## config.mk

```make
export PLATFORM = sky130hd
export DESIGN_NAME = halut_encoder_ctrl
export DESIGN_NICKNAME = d
export VERILOG_FILES = /design/src/rtl/halut_encoder_ctrl.sv
export SDC_FILE = /design/constraint.sdc
export NUM_CORES = 1
export LEC_CHECK = 0
export ABC_CLOCK_PERIOD_IN_PS = 2740
export BUFFER_PORTS_ARGS = -buffer_cell sky130_fd_sc_hd__buf_2
export CORE_MARGIN = 3
export CORE_UTILIZATION = 45
export DETAILED_ROUTE_END_ITERATION = 10
export PLACE_DENSITY = 0.69
export SLEW_MARGIN = 20
export SYNTH_ARGS = -nofsm -noshare
export SYNTH_HDL_FRONTEND = slang
export SYNTH_SLANG_ARGS = --single-unit
```

## constraint.sdc

```tcl
create_clock -name clk_i -period 2.74 [get_ports clk_i]
set_input_delay 0.274 -clock clk_i [delete_from_list [all_inputs] [get_ports clk_i]]
set_output_delay 0.274 -clock clk_i [all_outputs]
set_load 0.1 [all_outputs]
```

## src/rtl/halut_encoder_ctrl.sv

```systemverilog
// Sequencer for the halut_encoder array: streams threshold words into the units, then drives encoder_i row by row.
// Optional stall counter output stall_cnt_o is enabled by defining HALUT_ENC_CTRL_PERF_EN.
module halut_encoder_ctrl #(
    parameter int unsigned K                  = 16,
    parameter int unsigned C                  = 32,
    parameter int unsigned DataTypeWidth      = 16,
    parameter int unsigned EncUnits           = 4,
    parameter int unsigned TreeDepth          = $clog2(K),
    parameter int unsigned CPerEncUnit        = C / EncUnits,
    parameter int unsigned ThreshMemAddrWidth = $clog2(CPerEncUnit * K),
    parameter int unsigned RowCycles          = CPerEncUnit * TreeDepth
) (
    input  logic                          clk_i,
    input  logic                          rst_i,
`ifdef HALUT_ENC_CTRL_PERF_EN
    output logic [31:0]                   stall_cnt_o,
`endif
    input  logic                          cfg_valid_i,
    output logic                          cfg_ready_o,
    input  logic [$clog2(EncUnits)-1:0]   cfg_unit_i,
    input  logic [ThreshMemAddrWidth-1:0] cfg_addr_i,
    input  logic [DataTypeWidth-1:0]      cfg_data_i,
    output logic [EncUnits-1:0]           enc_we_o,
    output logic [ThreshMemAddrWidth-1:0] enc_waddr_o,
    output logic [DataTypeWidth-1:0]      enc_wdata_o,
    input  logic                          start_i,
    input  logic [15:0]                   num_rows_i,
    input  logic                          abort_i,
    input  logic                          row_valid_i,
    output logic                          row_ready_o,
    output logic                          encoder_o,
    output logic                          busy_o,
    output logic                          done_o
);

    localparam int unsigned CycWidth  = (RowCycles > 1) ? $clog2(RowCycles) : 1;
    localparam int unsigned UnitWidth = $clog2(EncUnits);
    localparam logic [CycWidth-1:0]  CycLast   = CycWidth'(RowCycles - 1);
    localparam logic [UnitWidth:0]   UnitLimit = (UnitWidth + 1)'(EncUnits);

    typedef enum logic [1:0] {IDLE, RUN, DRAIN, DONE} state_t;

    state_t                        r_state, w_state_nxt;
    logic [CycWidth-1:0]           r_cyc_cnt, w_cyc_cnt_nxt;
    logic [15:0]                   r_row_cnt, w_row_cnt_nxt;
    logic [15:0]                   r_num_rows, w_num_rows_nxt;
    logic [EncUnits-1:0]           r_enc_we;
    logic [ThreshMemAddrWidth-1:0] r_enc_waddr;
    logic [DataTypeWidth-1:0]      r_enc_wdata;
    logic                          w_enc;
    logic                          w_row_ready;
    logic                          w_cfg_ready;
    logic                          w_start_acc;
    logic                          w_beat_acc;

    // State and counter registers
    always_ff @(posedge clk_i or posedge rst_i) begin
        if (rst_i) begin
            r_state    <= IDLE;
            r_cyc_cnt  <= '0;
            r_row_cnt  <= '0;
            r_num_rows <= '0;
        end else begin
            r_state    <= w_state_nxt;
            r_cyc_cnt  <= w_cyc_cnt_nxt;
            r_row_cnt  <= w_row_cnt_nxt;
            r_num_rows <= w_num_rows_nxt;
        end
    end

    // Next-state and row sequencing
    always_comb begin
        w_state_nxt    = r_state;
        w_cyc_cnt_nxt  = r_cyc_cnt;
        w_row_cnt_nxt  = r_row_cnt;
        w_num_rows_nxt = r_num_rows;
        w_enc          = 1'b0;
        w_row_ready    = 1'b0;
        w_cfg_ready    = 1'b0;
        w_start_acc    = 1'b0;
        case (r_state)
            IDLE: begin
                w_cfg_ready = !start_i;
                if (start_i) begin
                    w_start_acc    = 1'b1;
                    w_num_rows_nxt = num_rows_i;
                    w_cyc_cnt_nxt  = '0;
                    w_row_cnt_nxt  = '0;
                    w_state_nxt    = (num_rows_i != 16'd0) ? RUN : DONE;
                end
            end
            RUN: begin
                // row_valid_i only matters at a row boundary; mid-row drops are ignored
                w_enc = (r_cyc_cnt != '0) || row_valid_i;
                if (w_enc) begin
                    if (r_cyc_cnt == CycLast) begin
                        w_row_ready   = 1'b1;
                        w_cyc_cnt_nxt = '0;
                        w_row_cnt_nxt = r_row_cnt + 16'd1;
                        if (r_row_cnt == r_num_rows - 16'd1) begin
                            w_state_nxt = DRAIN;
                        end
                    end else begin
                        w_cyc_cnt_nxt = r_cyc_cnt + CycWidth'(1);
                    end
                end
                if (abort_i) begin
                    w_state_nxt   = IDLE;
                    w_cyc_cnt_nxt = '0;
                    w_row_cnt_nxt = '0;
                end
            end
            DRAIN: begin
                w_state_nxt = abort_i ? IDLE : DONE;
                if (abort_i) begin
                    w_cyc_cnt_nxt = '0;
                    w_row_cnt_nxt = '0;
                end
            end
            DONE: begin
                w_state_nxt   = IDLE;
                w_cyc_cnt_nxt = '0;
                w_row_cnt_nxt = '0;
            end
            default: begin
                w_state_nxt = IDLE;
            end
        endcase
    end

    assign w_beat_acc = w_cfg_ready && cfg_valid_i && ({1'b0, cfg_unit_i} < UnitLimit);

    // Threshold write beat is registered and issued one cycle after acceptance
    always_ff @(posedge clk_i or posedge rst_i) begin
        if (rst_i) begin
            r_enc_we    <= '0;
            r_enc_waddr <= '0;
            r_enc_wdata <= '0;
        end else begin
            r_enc_we <= w_beat_acc ? (EncUnits'(1) << cfg_unit_i) : '0;
            if (w_beat_acc) begin
                r_enc_waddr <= cfg_addr_i;
                r_enc_wdata <= cfg_data_i;
            end
        end
    end

`ifdef HALUT_ENC_CTRL_PERF_EN
    logic [31:0] r_stall_cnt;

    always_ff @(posedge clk_i or posedge rst_i) begin
        if (rst_i) begin
            r_stall_cnt <= '0;
        end else if (w_start_acc) begin
            r_stall_cnt <= '0;
        end else if ((r_state == RUN) && !w_enc && (r_stall_cnt != 32'hFFFF_FFFF)) begin
            r_stall_cnt <= r_stall_cnt + 32'd1;
        end
    end

    assign stall_cnt_o = r_stall_cnt;
`endif

    assign cfg_ready_o = w_cfg_ready;
    assign enc_we_o    = r_enc_we;
    assign enc_waddr_o = r_enc_waddr;
    assign enc_wdata_o = r_enc_wdata;
    assign encoder_o   = w_enc;
    assign row_ready_o = w_row_ready;
    assign busy_o      = (r_state != IDLE);
    assign done_o      = (r_state == DONE);

endmodule

```

==> results of run 1 <==
cell usage in the layout, fill, tap and decap left out, drive strengths merged, types with 2 or more instances in the layout:
cell	count
a21oi	6
a2111oi	2
o21ai	11
xnor2	14
mux2	37
nand3	7
or2	3
nor2	28
and2	3
clkinv	3
and3	8
nor3	5
buf	86
nor2b	2
bufinv	2
ha	5
nor3b	2
nor4	9
clkbuf	10
or3	2
or4	6
nand2	19
a31oi	2
nand2b	4
dfrtp	66
xor2	20
inv	8
nand4	9
registers in the layout (all words and copies together) (netlist names):
register and count:
enc_wdata_o 16, r_num_rows 16, r_row_cnt 16, enc_waddr_o 7, r_cyc_cnt 5, enc_we_o 4, r_state 2
cell families (layout without fill, tap and decap cells):
logic type,count (synthesis),in the layout,synth area share
AND/OR/NAND/NOR,113,113,0.183
flip-flops,66,66,0.487
multiplexers,38,38,0.126
XOR/XNOR,34,34,0.0879
AO/OA/AOI/OAI,33,33,0.0709
buffers and inverters,20,111,0.0262
adder cells (fa/ha/maj),5,5,0.0185
final timing paths:
kind | depth (start not counted) | endpoint | start | slack (ns)
worst max register to register | 8 | r_state[0]$_DFFE_PP0P_ | r_num_rows[0]$_DFFE_PP0P_ | 0.30
min in group asynchronous | 3 | enc_wdata_o[10]$_DFFE_PP0P_ | rst_i | 0.52
max in group asynchronous | 4 | r_row_cnt[1]$_DFFE_PP0P_ | rst_i | 1.52
worst min register to register | 1 | enc_wdata_o[11]$_DFFE_PP0P_ | enc_wdata_o[11]$_DFFE_PP0P_ | 0.50
worst max-delay path | 8 | r_state[0]$_DFFE_PP0P_ | r_num_rows[0]$_DFFE_PP0P_ | 0.30
worst min-delay path | 2 | enc_we_o[0]$_DFF_PP0_ | cfg_unit_i[0] | 0.12
power breakdown:
group	switching, mW	total (mW)	internal [mW]
Combinational	2.16	2.92	0.757
Clock	0.386	0.925	0.539
Sequential	0.307	1.61	1.30
Total	2.86	5.45	2.60
critical path, cell delays in order (launching register included):
cell and delay (ns):
sky130_fd_sc_hd__dfrtp_1 0.41, sky130_fd_sc_hd__inv_1 0.09, sky130_fd_sc_hd__ha_1 0.24, sky130_fd_sc_hd__or3b_1 0.47
sky130_fd_sc_hd__or3_1 0.40, sky130_fd_sc_hd__a21bo_1 0.21, sky130_fd_sc_hd__a22oi_2 0.16, sky130_fd_sc_hd__nand4_1 0.15
sky130_fd_sc_hd__a21o_1 0.20
metal layers:
metal,vias to the layer above,part of all wire,track usage
met5,-,0,0
met4,0,0.018,0.0855
met3,11,0.056,0.0414
met2,78,0.47,0.272
met1,1216,0.46,0.230
li1,1273,-,-
cell type report:
type | instances | area, µm²
Tap cell | 99 | 124
Multi-Input combinational cell | 223 | 1660
Clock buffer | 10 | 138
Sequential cell | 66 | 1650
Fill cell | 654 | 3140
Timing Repair Buffer | 87 | 460
Inverter | 8 | 30.0
Clock inverter | 6 | 90.1
repair_timing:
| item | in CTS | in global routing |
|---|---|---|
| endpoints found under the hold margin | 26 | 0 |
| gates resized for setup | 0 | 0 |
| endpoints found under the setup margin | 0 | 0 |
| hold buffers | 1 | 0 |
==> flow_metrics.tcl, run 1 <==
set metrics [dict create \
    ys_seq_elements 66 \
    slew_viol_final 0 \
    global_route.overflow_total 0 \
    synthToLayoutAreaGrowth_pct 22.4 \
    worst-slew-pin-transition_ns 0.766 \
    timing.setup.tns_ns 0 \
    wl_um 7080 \
    fin_worst_skew_ns 0.0110 \
    core_mm2 0.00729 \
    detailroute.via_count 2578 \
    htree_num_levels 3 \
    setup_ws_ns 0.297 \
    ant_nets 0 \
    vias_per_instance 5.17 \
    p_leak_nw 1.90 \
    cp.arrival_ns 2.68 \
    clkSinkCount 66 \
    antenna_cells 0 \
    async_reset_ff_frac 1.00 \
    synth.cells.most_frequent "sky130_fd_sc_hd__dfrtp_1 (66), sky130_fd_sc_hd__mux2_2 (37), sky130_fd_sc_hd__nor2_1 (28), sky130_fd_sc_hd__xor2_1 (20), sky130_fd_sc_hd__nand2_1 (19)" \
    critPathKind "reg2reg" \
    postCtsSetupRepairBufs 0 \
    tritoncts "yes" \
    synth.avg_cell_area_um2 11.0 \
    synth_enable_flop_cells 0 \
    synthDominantAreaCellType "sky130_fd_sc_hd__dfrtp_1" \
    post_drt_wl_per_cell_um 14.2 \
    ios 79 \
    routabilityCongestion 0.911 \
    design.die.area_mm2 0.00861 \
    rsz0062_at_grt "no" \
    post-synth-top-count-cell "sky130_fd_sc_hd__dfrtp_1" \
    synthesis.area_mm2 0.00339 \
    placement_rows 31 \
    finish.utilization 0.569 \
    ir_worst_vdd_mv 1.07 \
    final_layout_size_suffix_gt1_frac 0.383 \
    timing.critical_path.fanout_max 6 \
    distinct_cell_type_count_of_the_synthesized_netlist 52 \
    finalNonFillerCells 499 \
    ys_warn_count 0 \
    die_h_um 92.8 \
    period_minus_slack_ns 2.44 \
    timing.final.hold_violations 0 \
    buffer_levels_on_the_longest_clock_path 2 \
    pre_cts_ws_ns 0.355 \
    area_contributors_post_synth "sky130_fd_sc_hd__dfrtp_1 (49%), sky130_fd_sc_hd__mux2_2 (12%), sky130_fd_sc_hd__xor2_1 (5.2%)" \
    yosysSeqAreaShare 0.487 \
    number_of_iterations_in_the_first_detailed_routing_pass 4 \
    fin_total_pwr_mw 5.45 \
    worst_hold_slack_ns 0.120 \
    number_of_drc_markers_after_the_initial_detailed_route_iteration 79 \
    clock-root-buffer "sky130_fd_sc_hd__clkbuf_8" \
    floorplan.initialDensity 0.465 \
    synth_ff_type "sky130_fd_sc_hd__dfrtp_1" \
    port_buffers 78 \
    final_cell_area_mm2 0.00415 \
    worst-endpoint-required_ns 2.98 \
    timing.max_slew.rel_slack 0.487 \
    crit_path_start_kind "flip-flop" \
    numCtsBuffers 9 \
    placed_cell_area_mm2 0.00391 \
    die-width_um 92.8 \
    detailedPlacementHpwl_um 5370 \
    clock_latency_ns 0.34 \
    status "finished clean" \
    drt_drc_violations_left 0 \
    grt_pass1_vias 2537 \
    power.density_mw_per_mm2 1310 \
    netlist_instances 309 \
    post-synth-top-area-fraction 0.487 \
    global_route.usage.total 0.175 \
    timing.max_cap.violations 0 \
    finalSetupViolations 0 \
    layout.nets 447 \
    synthesized_netlist_net_count 361 \
    grt_max_degree 29 \
    antenna_violations_before_repair 0 \
    placed_cells 482 \
    cts.reportedPaths.clkPinSlew_ns 0.08 \
    grt_pass1_wl_um 11800 \
    final_min_period_over_clock_period 0.891 \
    min-delay-path-class "in2reg" \
    critPathCaptureType "flip-flop" \
    fmaxAchievable_mhz 409 \
]
(Power assumes the default switching activity.)
==> run 2, diff against run 1 <==
--- a/config.mk
+++ b/config.mk
@@ -5,12 +5,12 @@
 export SDC_FILE = /design/constraint.sdc
 export NUM_CORES = 1
 export LEC_CHECK = 0
-export ABC_CLOCK_PERIOD_IN_PS = 2740
+export ABC_CLOCK_PERIOD_IN_PS = 2150
 export BUFFER_PORTS_ARGS = -buffer_cell sky130_fd_sc_hd__buf_2
 export CORE_MARGIN = 3
 export CORE_UTILIZATION = 45
 export DETAILED_ROUTE_END_ITERATION = 10
-export PLACE_DENSITY = 0.69
+export PLACE_DENSITY = 0.71
 export SLEW_MARGIN = 20
 export SYNTH_ARGS = -nofsm -noshare
 export SYNTH_HDL_FRONTEND = slang
==> constraint.sdc (replaced) <==
create_clock -name clk_i -period 2.15 [get_ports clk_i]
set_input_delay 0.215 -clock clk_i [delete_from_list [all_inputs] [get_ports clk_i]]
set_output_delay 0.215 -clock clk_i [all_outputs]
set_load 0.1 [all_outputs]
==> flow_metrics.tcl, run 2 (same netlist as run 1, synthesis figures left out) <==
set metrics [dict create \
    worst_hold_slack_ns 0.0608 \
    crit_path_start_kind "flip-flop" \
    finalNonFillerCells 522 \
    timing.max_slew.rel_slack 0.646 \
    final_layout_size_suffix_gt1_frac 0.463 \
    detailroute.via_count 2729 \
    vias_per_instance 5.23 \
    ios 79 \
    global_route.usage.total 0.190 \
    design.die.area_mm2 0.00861 \
    fin_worst_skew_ns 0.00858 \
    clkSinkCount 66 \
    timing.final.hold_violations 0 \
    number_of_iterations_in_the_first_detailed_routing_pass 4 \
    grt_max_degree 43 \
    layout.nets 470 \
    rsz0062_at_grt "yes" \
    synthToLayoutAreaGrowth_pct 31.3 \
    clock-root-buffer "sky130_fd_sc_hd__clkbuf_8" \
    htree_num_levels 3 \
    core_mm2 0.00729 \
    worst-slew-pin-transition_ns 0.530 \
    worst-endpoint-required_ns 1.93 \
    fmaxAchievable_mhz 468 \
    critPathCaptureType "output pin" \
    die-width_um 92.8 \
    post_drt_wl_per_cell_um 15.1 \
    timing.critical_path.fanout_max 5 \
    power.density_mw_per_mm2 1610 \
    cts.reportedPaths.clkPinSlew_ns 0.07 \
    timing.max_cap.violations 0 \
    ant_nets 0 \
    status "finished clean" \
    global_route.overflow_total 0 \
    buffer_levels_on_the_longest_clock_path 2 \
    routabilityCongestion 0.956 \
    grt_pass1_wl_um 12800 \
    tritoncts "yes" \
    placed_cell_area_mm2 0.00407 \
    slew_viol_final 0 \
    setup_ws_ns 0.0124 \
    detailedPlacementHpwl_um 5780 \
    n_fill_cell 637 \
    number_of_drc_markers_after_the_initial_detailed_route_iteration 96 \
    placed_cells 497 \
    final_cell_area_mm2 0.00445 \
    min-delay-path-class "in2reg" \
    r2r_slack_ns 0.04 \
    most-common-layout-cells "sky130_fd_sc_hd__buf_2 (77), sky130_fd_sc_hd__dfrtp_1 (65), sky130_fd_sc_hd__mux2_2 (37), sky130_fd_sc_hd__buf_4 (26), sky130_fd_sc_hd__nor2_1 (25)" \
    p_leak_nw 2.02 \
    ir_worst_vdd_mv 1.21 \
    finalSetupViolations 0 \
    clock_latency_ns 0.33 \
    port_buffers 78 \
    layout_commonest_cell "sky130_fd_sc_hd__buf_2" \
    numCtsBuffers 9 \
    final_min_period_over_clock_period 0.994 \
    antenna_violations_before_repair 0 \
    cp.arrival_ns 1.92 \
    critPathKind "reg2out" \
    wl_um 7890 \
    placement_rows 31 \
    pre_cts_ws_ns -0.0745 \
    grt_pass1_vias 2639 \
    period_minus_slack_ns 2.14 \
    drt_drc_violations_left 0 \
    die_h_um 92.8 \
    antenna_cells 0 \
    floorplan.initialDensity 0.465 \
]
==> run 2: per-stage QoR <==
stage               utilization  setup TNS (ns)  power (mW)
floorplan                     -           -3.10        5.27
global placement          0.558         -0.0473        6.02
detailed placement        0.558          -0.244        6.08
CTS                       0.591         -0.0225        7.10
global route              0.610          -0.159        7.54
finish                    0.610               0        7.17
==> run 2: critical path, stage by stage, from the launching register on <==
cell and delay, ns:
sky130_fd_sc_hd__dfrtp_1 0.43, sky130_fd_sc_hd__inv_2 0.10, sky130_fd_sc_hd__ha_4 0.14, sky130_fd_sc_hd__nand2b_4 0.06, sky130_fd_sc_hd__o41ai_4 0.46, sky130_fd_sc_hd__buf_4 0.19
sky130_fd_sc_hd__nor2_2 0.04, sky130_fd_sc_hd__buf_12 0.16
==> run 2: layout make-up <==
type | instances | area, µm² | share of cell area
Multi-Input combinational cell | 223 | 1780 | 0.400
Clock buffer | 10 | 138 | 0.0309
Timing Repair Buffer | 110 | 684 | 0.154
Tap cell | 99 | 124 | 0.0278
Inverter | 8 | 30.0 | 0.00675
Clock inverter | 6 | 41.3 | 0.00928
Sequential cell | 66 | 1650 | 0.371
==> run 2: repair_timing <==
action                                  in CTS  in global routing
hold buffers                                 1                  0
endpoints found under the setup margin       6                 10
resized for setup                            9                 21
pin swaps                                    3                 12
setup buffers                                2                  6
endpoints found under the hold margin       24                  0
==> run 2: routing by layer <==
metal	global-route usage	share of wire
met4	0.0781	0.021
met2	0.295	0.48
met5	0	0
met3	0.0325	0.044
met1	0.265	0.46
==> run 2: where the power goes <==
group	leakage, nW	internal (mW)	total, mW	switching [mW]
logic	1.10	1.24	4.24	3.00
registers	0.832	1.66	1.99	0.333
clock network	0.0847	0.449	0.940	0.491
==> run 2: path summary, 6_finish.rpt <==
kind | from | cells after the start | to
hold reg to reg | enc_waddr_o[6]$_DFFE_PP0P_ | 1 | enc_waddr_o[6]$_DFFE_PP0P_
setup / recovery | r_cyc_cnt[0]$_DFFE_PP0P_ | 7 | row_ready_o
min in group asynchronous | rst_i | 3 | enc_we_o[3]$_DFF_PP0_
setup reg to reg | r_num_rows[3]$_DFFE_PP0P_ | 6 | r_state[0]$_DFFE_PP0P_
max in group asynchronous | rst_i | 4 | r_num_rows[2]$_DFFE_PP0P_
hold / removal | cfg_unit_i[1] | 2 | enc_we_o[1]$_DFF_PP0_
==> run 3, diff against run 2 <==
--- a/config.mk
+++ b/config.mk
@@ -5,12 +5,12 @@
 export SDC_FILE = /design/constraint.sdc
 export NUM_CORES = 1
 export LEC_CHECK = 0
-export ABC_CLOCK_PERIOD_IN_PS = 2150
+export ABC_CLOCK_PERIOD_IN_PS = 2300
 export BUFFER_PORTS_ARGS = -buffer_cell sky130_fd_sc_hd__buf_2
 export CORE_MARGIN = 3
 export CORE_UTILIZATION = 45
 export DETAILED_ROUTE_END_ITERATION = 10
-export PLACE_DENSITY = 0.71
+export PLACE_DENSITY = 0.69
 export SLEW_MARGIN = 20
 export SYNTH_ARGS = -nofsm -noshare
 export SYNTH_HDL_FRONTEND = slang
==> constraint.sdc (replaced) <==
create_clock -name clk_i -period 2.3 [get_ports clk_i]
set_input_delay 0.23 -clock clk_i [delete_from_list [all_inputs] [get_ports clk_i]]
set_output_delay 0.23 -clock clk_i [all_outputs]
set_load 0.1 [all_outputs]
==> flow_metrics.tcl, run 3 (same netlist as run 1, synthesis figures left out) <==
set metrics [dict create \
    status "finished clean" \
    clock-root-buffer "sky130_fd_sc_hd__clkbuf_8" \
    power.density_mw_per_mm2 1550 \
    finalNonFillerCells 506 \
    numCtsBuffers 9 \
    slew_viol_final 0 \
    worst-endpoint-required_ns 2.53 \
    crit_path_start_kind "flip-flop" \
    placement_rows 31 \
    antenna_violations_before_repair 0 \
    period_minus_slack_ns 2.23 \
    ant_nets 0 \
    clock_latency_ns 0.35 \
    layout_commonest_cell "sky130_fd_sc_hd__buf_2" \
    fmaxAchievable_mhz 448 \
    rsz0062_at_grt "yes" \
    global_route.usage.total 0.182 \
    finish.utilization 0.580 \
    placed_cell_area_mm2 0.00398 \
    grt_pass1_vias 2620 \
    synthToLayoutAreaGrowth_pct 24.7 \
    worst_hold_slack_ns 0.0590 \
    number_of_drc_markers_after_the_initial_detailed_route_iteration 91 \
    fin_total_pwr_mw 6.56 \
    most-common-layout-cells "sky130_fd_sc_hd__buf_2 (78), sky130_fd_sc_hd__dfrtp_1 (66), sky130_fd_sc_hd__mux2_2 (34), sky130_fd_sc_hd__nor2_1 (26), sky130_fd_sc_hd__xor2_1 (20)" \
    grt_pass1_wl_um 12300 \
    routabilityCongestion 0.818 \
    htree_num_levels 3 \
    tritoncts "yes" \
    final_layout_size_suffix_gt1_frac 0.405 \
    layout.nets 454 \
    grt_max_degree 40 \
    p_leak_nw 1.95 \
    timing.max_cap.violations 0 \
    critPathCaptureType "flip-flop" \
    min-delay-path-class "in2reg" \
    fin_worst_skew_ns 0.00984 \
    drt_drc_violations_left 0 \
    buffer_levels_on_the_longest_clock_path 2 \
    detailroute.via_count 2649 \
    timing.setup.tns_ns 0 \
    cts.reportedPaths.clkPinSlew_ns 0.08 \
    detailedPlacementHpwl_um 5570 \
    number_of_iterations_in_the_first_detailed_routing_pass 4 \
    floorplan.initialDensity 0.465 \
    ios 79 \
    timing.max_slew.rel_slack 0.558 \
    placed_cells 487 \
    critPathKind "reg2reg" \
    clkSinkCount 66 \
    final_cell_area_mm2 0.00423 \
    wl_um 7430 \
    die_h_um 92.8 \
    post_drt_wl_per_cell_um 14.7 \
    global_route.overflow_total 0 \
    pre_cts_ws_ns 0.0748 \
    design.die.area_mm2 0.00861 \
    setup_ws_ns 0.0699 \
    vias_per_instance 5.24 \
    final_min_period_over_clock_period 0.970 \
    worst-slew-pin-transition_ns 0.656 \
    antenna_cells 0 \
    die-width_um 92.8 \
    ir_worst_vdd_mv 1.11 \
    timing.final.hold_violations 0 \
    timing.critical_path.fanout_max 3 \
    port_buffers 78 \
    core_mm2 0.00729 \
    finalSetupViolations 0 \
    cp.arrival_ns 2.46 \
]
==> run 3: cell count changes in the layout (fill, tap and decap cells not counted), moves of 2 or more <==
cell	before	now
sky130_fd_sc_hd__inv_1	3	7
sky130_fd_sc_hd__buf_12	3	1
sky130_fd_sc_hd__ha_4	3	0
sky130_fd_sc_hd__buf_4	26	14
sky130_fd_sc_hd__buf_6	3	0
sky130_fd_sc_hd__inv_2	5	1
sky130_fd_sc_hd__mux2_4	0	3
sky130_fd_sc_hd__ha_1	1	5
sky130_fd_sc_hd__mux2_2	37	34
==> run 3: worst max-delay path: stages, from the launching register on <==
cell and delay (ns):
sky130_fd_sc_hd__dfrtp_1 0.40, sky130_fd_sc_hd__inv_1 0.09, sky130_fd_sc_hd__ha_1 0.18, sky130_fd_sc_hd__or3b_4 0.39
sky130_fd_sc_hd__or3_1 0.37, sky130_fd_sc_hd__a21bo_1 0.20, sky130_fd_sc_hd__a22oi_2 0.14, sky130_fd_sc_hd__nand4_1 0.14
sky130_fd_sc_hd__a21o_1 0.21
==> run 3: cell type report <==
type / instances / area, µm²
Timing Repair Buffer: 94 / 526
Clock inverter: 7 / 76.3
Sequential cell: 66 / 1650
Clock buffer: 9 / 124
Inverter: 8 / 30.0
Tap cell: 99 / 124
Multi-Input combinational cell: 223 / 1700
Fill cell: 688 / 3070
==> run 3: final timing paths <==
path / start / endpoint / slack (ns) / cells after the start
worst max register to register: r_num_rows[0]$_DFFE_PP0P_ / r_state[0]$_DFFE_PP0P_ / 0.07 / 8
worst min-delay path: cfg_unit_i[1] / enc_we_o[1]$_DFF_PP0_ / 0.06 / 2
min in group asynchronous: rst_i / enc_wdata_o[3]$_DFFE_PP0P_ / 0.49 / 3
worst max-delay path: r_num_rows[0]$_DFFE_PP0P_ / r_state[0]$_DFFE_PP0P_ / 0.07 / 8
max in group asynchronous: rst_i / r_num_rows[5]$_DFFE_PP0P_ / 1.18 / 4
worst min register to register: enc_wdata_o[10]$_DFFE_PP0P_ / enc_wdata_o[10]$_DFFE_PP0P_ / 0.51 / 1
==> run 3: timing repair <==
item,4_1_cts,5_1_grt
endpoints found under the setup margin,0,13
setup buffers,0,2
hold endpoints to repair,27,0
resized for setup,0,5
hold buffers,1,0
==> run 3: metal layers <==
| layer | vias up | GRT usage | routed length, µm |
|---|---|---|---|
| met2 | 85 | 0.283 | 3450 |
| met3 | 9 | 0.0690 | 565 |
| met5 | - | 0 | 0 |
| met4 | 0 | 0.0476 | 82 |
| li1 | 1282 | - | - |
| met1 | 1273 | 0.238 | 3330 |
==> run 3: where the power goes <==
| group | internal, mW | total, mW | switching [mW] | leakage [nW] |
|---|---|---|---|---|
| clock network | 0.507 | 0.984 | 0.477 | 0.0962 |
| logic | 1.01 | 3.65 | 2.65 | 1.02 |
| registers | 1.55 | 1.92 | 0.370 | 0.833 |
